===== config.mk =====
export PLATFORM = sky130hd
export DESIGN_NAME = shift_issue_stage
export DESIGN_NICKNAME = d
export VERILOG_FILES = /design/src/rtl/shift_issue_stage.sv
export SDC_FILE = /design/constraint.sdc
export NUM_CORES = 1
export LEC_CHECK = 0
export ABC_CLOCK_PERIOD_IN_PS = 2150
export CORE_ASPECT_RATIO = 1.75
export CORE_MARGIN = 2
export CORE_UTILIZATION = 42
export DETAILED_ROUTE_END_ITERATION = 16
export PLACE_DENSITY = 0.82
export SYNTH_ARGS = -nofsm -noshare
export SYNTH_HDL_FRONTEND = slang
export SYNTH_SLANG_ARGS = --single-unit

===== constraint.sdc =====
create_clock -name clk -period 2.15 [get_ports clk]
set_input_delay 0.3225 -clock clk [delete_from_list [all_inputs] [get_ports clk]]
set_output_delay 0.3225 -clock clk [all_outputs]
set_load 0.02 [all_outputs]

===== src/rtl/shift_issue_stage.sv =====
// Issue stage ahead of the KGP-RISC shifter: decodes shift type/amount, holds up to two entries
// in a main+skid buffer, counts issued shifts. Optional build macro SHAMT_CLAMP_EN clamps variable shamt at 32.
module shift_issue_stage #(
  parameter int DW = 32,
  parameter int RW = 5,
  parameter int CW = 16
) (
  input  logic          clk,
  input  logic          rst,
  input  logic          flush,
  input  logic          in_valid,
  output logic          in_ready,
  input  logic [2:0]    in_func,
  input  logic [DW-1:0] in_rt,
  input  logic [DW-1:0] in_rs,
  input  logic [4:0]    in_imm,
  input  logic [RW-1:0] in_rd,
  output logic          out_valid,
  input  logic          out_ready,
  output logic [DW-1:0] out_A,
  output logic [DW-1:0] out_shamt,
  output logic          out_right,
  output logic          out_arith,
  output logic [RW-1:0] out_rd,
  output logic          illegal,
  output logic [CW-1:0] issue_cnt
);

  typedef struct packed {
    logic [DW-1:0] a;
    logic [DW-1:0] shamt;
    logic          right;
    logic          arith;
    logic [RW-1:0] rd;
  } entry_t;

  typedef enum logic [1:0] {EMPTY, ONE, TWO} state_e;

  state_e        state_q, state_d;
  entry_t        main_q, main_d, skid_q, skid_d, new_e;
  logic          in_ready_q, in_ready_d;
  logic          illegal_q, illegal_d;
  logic [CW-1:0] cnt_q, cnt_d;
  logic          legal, take, push, drain;

  assign legal = (in_func <= 3'd5);
  assign take  = in_valid & in_ready_q & ~flush;
  assign push  = take & legal;
  assign drain = (state_q != EMPTY) & out_ready;

`ifndef SHAMT_CLAMP_EN
  logic unused_rs_hi;
  assign unused_rs_hi = ^in_rs[DW-1:5];
`endif

  always_comb begin
    new_e       = '0;
    new_e.a     = in_rt;
    new_e.rd    = in_rd;
    new_e.right = 1'b0;
    new_e.arith = 1'b0;
    case (in_func)
      3'd1, 3'd4: new_e.right = 1'b1;
      3'd2, 3'd5: begin
        new_e.right = 1'b1;
        new_e.arith = 1'b1;
      end
      default: ;
    endcase
    if (in_func < 3'd3) begin
      new_e.shamt = DW'(in_imm);
    end else begin
`ifdef SHAMT_CLAMP_EN
      // Anything >= 32 saturates so the shifter fully drains the operand.
      new_e.shamt = (in_rs >= DW'(32)) ? DW'(32) : in_rs;
`else
      new_e.shamt = DW'(in_rs[4:0]);
`endif
    end
  end

  always_comb begin
    state_d = state_q;
    main_d  = main_q;
    skid_d  = skid_q;
    case (state_q)
      EMPTY: if (push) begin
        main_d  = new_e;
        state_d = ONE;
      end
      ONE: begin
        if (push && drain) begin
          main_d = new_e;
        end else if (push) begin
          skid_d  = new_e;
          state_d = TWO;
        end else if (drain) begin
          state_d = EMPTY;
        end
      end
      TWO: if (drain) begin
        main_d  = skid_q;
        state_d = ONE;
      end
      default: state_d = EMPTY;
    endcase
    if (flush) state_d = EMPTY;
    in_ready_d = (state_d != TWO);
    illegal_d  = take & ~legal;
    // Counter is deliberately insensitive to flush.
    cnt_d = cnt_q;
    if (drain && (cnt_q != {CW{1'b1}})) cnt_d = cnt_q + 1'b1;
  end

  always_ff @(posedge clk or negedge rst) begin
    if (!rst) begin
      state_q    <= EMPTY;
      main_q     <= '0;
      skid_q     <= '0;
      in_ready_q <= 1'b1;
      illegal_q  <= 1'b0;
      cnt_q      <= '0;
    end else begin
      state_q    <= state_d;
      main_q     <= main_d;
      skid_q     <= skid_d;
      in_ready_q <= in_ready_d;
      illegal_q  <= illegal_d;
      cnt_q      <= cnt_d;
    end
  end

  assign in_ready  = in_ready_q;
  assign out_valid = (state_q != EMPTY);
  assign out_A     = main_q.a;
  assign out_shamt = main_q.shamt;
  assign out_right = main_q.right;
  assign out_arith = main_q.arith;
  assign out_rd    = main_q.rd;
  assign illegal   = illegal_q;
  assign issue_cnt = cnt_q;

endmodule


After elaboration in Yosys (flattened, before gate mapping)
Cells that the tools add are included.
- add/sub/neg operators: 1
- order comparisons: 2
- eq/ne operators: 11
- mux-type cells: 14
- bitwise logic cells: 8
- reduce and logical (&&, ||, !) cells: 9
- operators by type and width (operator ; count):
    71-bit 2-to-1 mux ; 3
    71-bit case mux with 3 select lines ; 1
    16-bit by 1-bit adder with 16-bit output (second input constant) ; 1
    16-bit != test (second input constant) ; 1
    2-bit 2-to-1 mux ; 6
    2-bit != test (second input constant) ; 4
    3-bit equality test (second input constant) ; 2
    2-bit case mux with 3 select lines ; 1
    1-bit AND ; 5
    5-bit 2-to-1 mux ; 1
    4-bit AND reduction ; 1
    4-bit OR reduction ; 1
    3-bit by 1-bit equality test with 1-bit output (second input constant) ; 1
    3-bit by 2-bit equality test with 1-bit output (second input constant) ; 1
    3-bit <= comparator (second input constant) ; 1
    3-bit by 2-bit less-than comparator with 1-bit output (second input constant) ; 1
    1-bit NOT ; 3
    3-bit AND reduction ; 1
    3-bit nonzero test ; 1
    2-bit by 1-bit equality test with 1-bit output (second input constant) ; 1
    2-bit equality test (second input constant) ; 1
    1-bit logical AND ; 2
    2-bit zero test ; 1
    1-bit 2-to-1 mux ; 2
    other kinds (2) ; 2
- register bits after elaboration: 162
- output and inout port bits: 90
- word-level logic and storage cells: 59

Depth between registers and ports, before layout
- depth in word-level cells: 8
- depth in mapped cells: 7
- gate-level depth less buffers: 5

Least setup slack after synthesis
No wires, ideal clock.
- path kind: register to register
- start: register in_ready_q, in the netlist in_ready
- end: register main_q (netlist bit out_shamt[3])
- setup time: 0.127 ns
- arrival: 1.931 ns
- path slack: 0.091 ns
- stages on the path, launching flop included: 5
- path through: dfstp_2 > nand3b_1 > o41ai_4 > buf_6 > mux2_1
- longest elaborated chain between the ends: 6
- elaborated cells on any way between the ends: 7
- classes of those cells: eq/ne: 2; bitwise: 3; reduce/logical: 2
- ends and longest elaborated chain (what ; RTL line ; source):
    from (decl) ; 41 ; logic in_ready_q, in_ready_d;
    from (signal assigned) ; 127 ; in_ready_q <= in_ready_d;
    1-bit AND (*) (2 in a row) ; 47 ; assign take = in_valid & in_ready_q & ~flush;
    1-bit AND (*) ; 48 ; assign push = take & legal;
    1-bit logical AND ; 92 ; if (push && drain) begin
    2-bit != test (no source line) ; - ;
    4-bit AND reduction (no source line) (*) ; - ;
    to (signal assigned) ; 125 ; main_q <= main_d;
    to (decl) ; 40 ; entry_t main_q, main_d, skid_q, skid_d, new_e;
Every way passes the cells marked *; elsewhere a longest branch is shown, timed or not.
A chain may end at the register's enable or synchronous reset.

Worst setup path in the final report
- start: register state_q[1]
- end: output port out_valid
- longest elaborated chain between the ends: 1
- ends and longest elaborated chain (what ; RTL line ; source):
    from (decl) ; 39 ; state_e state_q, state_d;
    from (signal assigned) ; 124 ; state_q <= state_d;
    2-bit nonzero test ; 134 ; assign out_valid = (state_q != EMPTY);
    to (decl) ; 18 ; output logic out_valid,
Every way passes these cells.

==> flow_metrics.tcl <==
set metrics [dict create \
    run_status "finished clean" \
    cts_tree "built" \
    yosysTopAreaCellShare_pct 52.31 \
    hold_class "in -> async" \
    fin_cells 734 \
    critPathMaxStageDelay_ns 0.55 \
    synth.area.top_cells "dfrtp_1, mux2_4, nand2_1" \
    irDropWorstVdd_uv 397.3 \
    ys_seq_area_share_pct 52.82 \
    synth_top_family_by_area "simple AND/OR/NAND/NOR gates" \
    die_y_um 150.0 \
    vias_per_cell 5.192 \
    clk_latency_ns 0.35 \
    place_inst 719 \
    ys_ff_latch 108 \
    finClkSkew_ns 0.007047 \
    crit_type "reg -> out" \
    die_area_sq_mm 0.01312 \
    worst-path-max-fanout 10 \
    synth_compound_area_share_pct 7.626 \
    required_ns 1.83 \
    finalNetCount 676 \
    cp_slowest_cell "clkdlybuf4s50_1" \
    grt_pass1_vias 3811 \
    path_clk_slew_ns 0.07 \
    io_pins 172 \
    drive_gt1_share_pct 15.24 \
    layout_commonest_cell "clkdlybuf4s50_1" \
    synth.avg_cell_area_sq_um 10.89 \
    ctsRootBufferMaster "clkbuf_16" \
    rsz0062_at_grt "no" \
    p_per_area_mw_per_mm2 859.4 \
    relSlewSlack_pct 60.08 \
    wl_per_cell_um 16.01 \
    hold_slack_ns 0.03053 \
    cts_hold_buf 0 \
    antenna_left 0 \
    fin_crit_ns 2.074 \
    core_area_sq_mm 0.01194 \
    antenna_found_initial 0 \
    drc 0 \
    maxSlewViolCount 0 \
    grt_overflow 0 \
    cts.path.max_buffers 2 \
    hpwl_um 8309 \
    arrival_ns 1.75 \
    start_util_pct 42.88 \
    power_mw 5.745 \
    dpl_worst_slack_ns -0.04887 \
    max_freq_ghz 0.4821 \
    hold_violations 0 \
    grt_max_degree 109 \
    track_usage_pct 18.39 \
    final.fill_count 1003 \
    grt_pass1_wl_um 18840 \
    rows 53 \
    syn2layout_area_growth_pct 30.60 \
    vias 3811 \
    worst_slew_pin_slew_ns 0.5988 \
    synth_top_area_cell "dfrtp_1" \
    power_leakage_nw 3.075 \
    synth_fa_ha_area_share_pct 0.2444 \
    muxShareOfSynthArea_pct 13.88 \
    synth-main-ff-cell "dfrtp_1" \
    synth_simple_gate_area_share_pct 15.20 \
    routed_wl_um 11750 \
    ys_warn_count 0 \
    cts_max_level 3 \
    firstDrtPassIters 6 \
    path_cells "or2_2 > clkdlybuf4s50_1" \
    most-common-layout-cells "clkdlybuf4s50_1, dfrtp_1, nand2_1, nor2_1, a31oi_1" \
    die_w_um 87.45 \
    drt-initial-drc-count 160 \
    synthArstFlopShare_pct 100.0 \
    synth-edff-count 0 \
    syn-cell-area_sq_mm 0.005119 \
    cts_setup_buffers 0 \
    synth_xor_area_share_pct 2.396 \
    end_kind "output port" \
    final.setup.worst_slack_ns 0.07590 \
    clock_sinks 108 \
    gp_congestion 0.7820 \
    ys_types 41 \
    io_buffers 117 \
    r2r_cells 5 \
    setup_viol 0 \
    max_cap_viol_count 0 \
    period_share_pct 96.47 \
    cp-start-kind "flop" \
    cts_made_buffers 9 \
    syn_inst 470 \
    diodes 0 \
]
[routing by layer]
layer  up-vias  global-route usage (%)  part of all wire (%)
li1       1789                       -                     -
met1      1880                   21.92                    40
met2       120                   32.16                    54
met3        22                   3.475                   3.8
met4         0                   7.077                   2.3
met5         -                       0                     0
[synthesized netlist by cell type (all sizes together), types with 2 or more instances]
library cell,count
xnor2,3
buf,41
mux2,46
nor2b,3
nor3,9
clkbuf,12
dfrtp,107
a21oi,8
a31oi,41
o21ai,8
mux2i,5
nor2,50
nand3,6
or2,2
nand3b,3
xor2,11
nor4,4
nand2,90
or3,2
nand4,4
[path summary, 6_finish.rpt]
check	start	endpoint	slack, ns
max reg2reg	issue_cnt[0]	issue_cnt[12]	0.23
min	rst	out_A[19]	0.03
min in group clk	skid_q[5]	skid_q[5]	0.48
max	state_q[1]	out_valid	0.08
min reg2reg	skid_q[5]	skid_q[5]	0.48
max in group asynchronous	rst	state_q[1]	1.64
[cell type report]
class                           instances  area, sq um  area share (%)
Sequential cell                       108         2705           40.46
Timing Repair Buffer                  139         1409           21.07
Tap cell                              137        171.4           2.564
Multi-Input combinational cell        334         2130           31.85
Clock inverter                          5        37.54          0.5615
Inverter                                1        3.754         0.05615
Clock buffer                           10        229.0           3.425
[registers in the layout (all words and copies together) (netlist names)]
signal,flops
illegal,1
in_ready,1
issue_cnt,16
out_A,32
out_arith,1
out_rd,5
out_right,1
out_shamt,5
skid_q,44
state_q,2
[worst max-delay path, delay by kind of cell (launching register included)]
kind                   cells  cell delay [ns]
buffers and inverters      1             0.55
DFF                        1             0.49
and+or+nand+nor            1             0.36
[stage by stage]
step	utilization, %	setup TNS [ns]	instance area, sq um
3_3_place_gp	53.76	-0.7485	6417
6_report	56.01	0	6685
3_5_place_dp	53.76	-0.7640	6417
4_1_cts	56.00	0	6684
5_1_grt	56.01	0	6685
2_1_floorplan	-	0	5216
[where the power goes]
group          total (mW)  switching [mW]  internal (mW)
clock                1.54           0.749          0.787
sequential           2.68           0.258           2.42
combinational        1.53           0.696          0.833
total                5.75            1.70           4.04
[what timing repair did]
| item | CTS | global route |
|---|---|---|
| resized for setup | 0 | 1 |
| endpoints found under the setup margin | 0 | 1 |
| endpoints found under the hold margin | 0 | 0 |
[cells by family after synthesis]
kind of cell | after synthesis
compound gates | 61
mux | 51
xor+xnor | 14
other cells | 1
buf+inv | 54
flops | 108
simple gates | 180
fa+ha+maj | 1
Power figures use the tool's default switching activity.
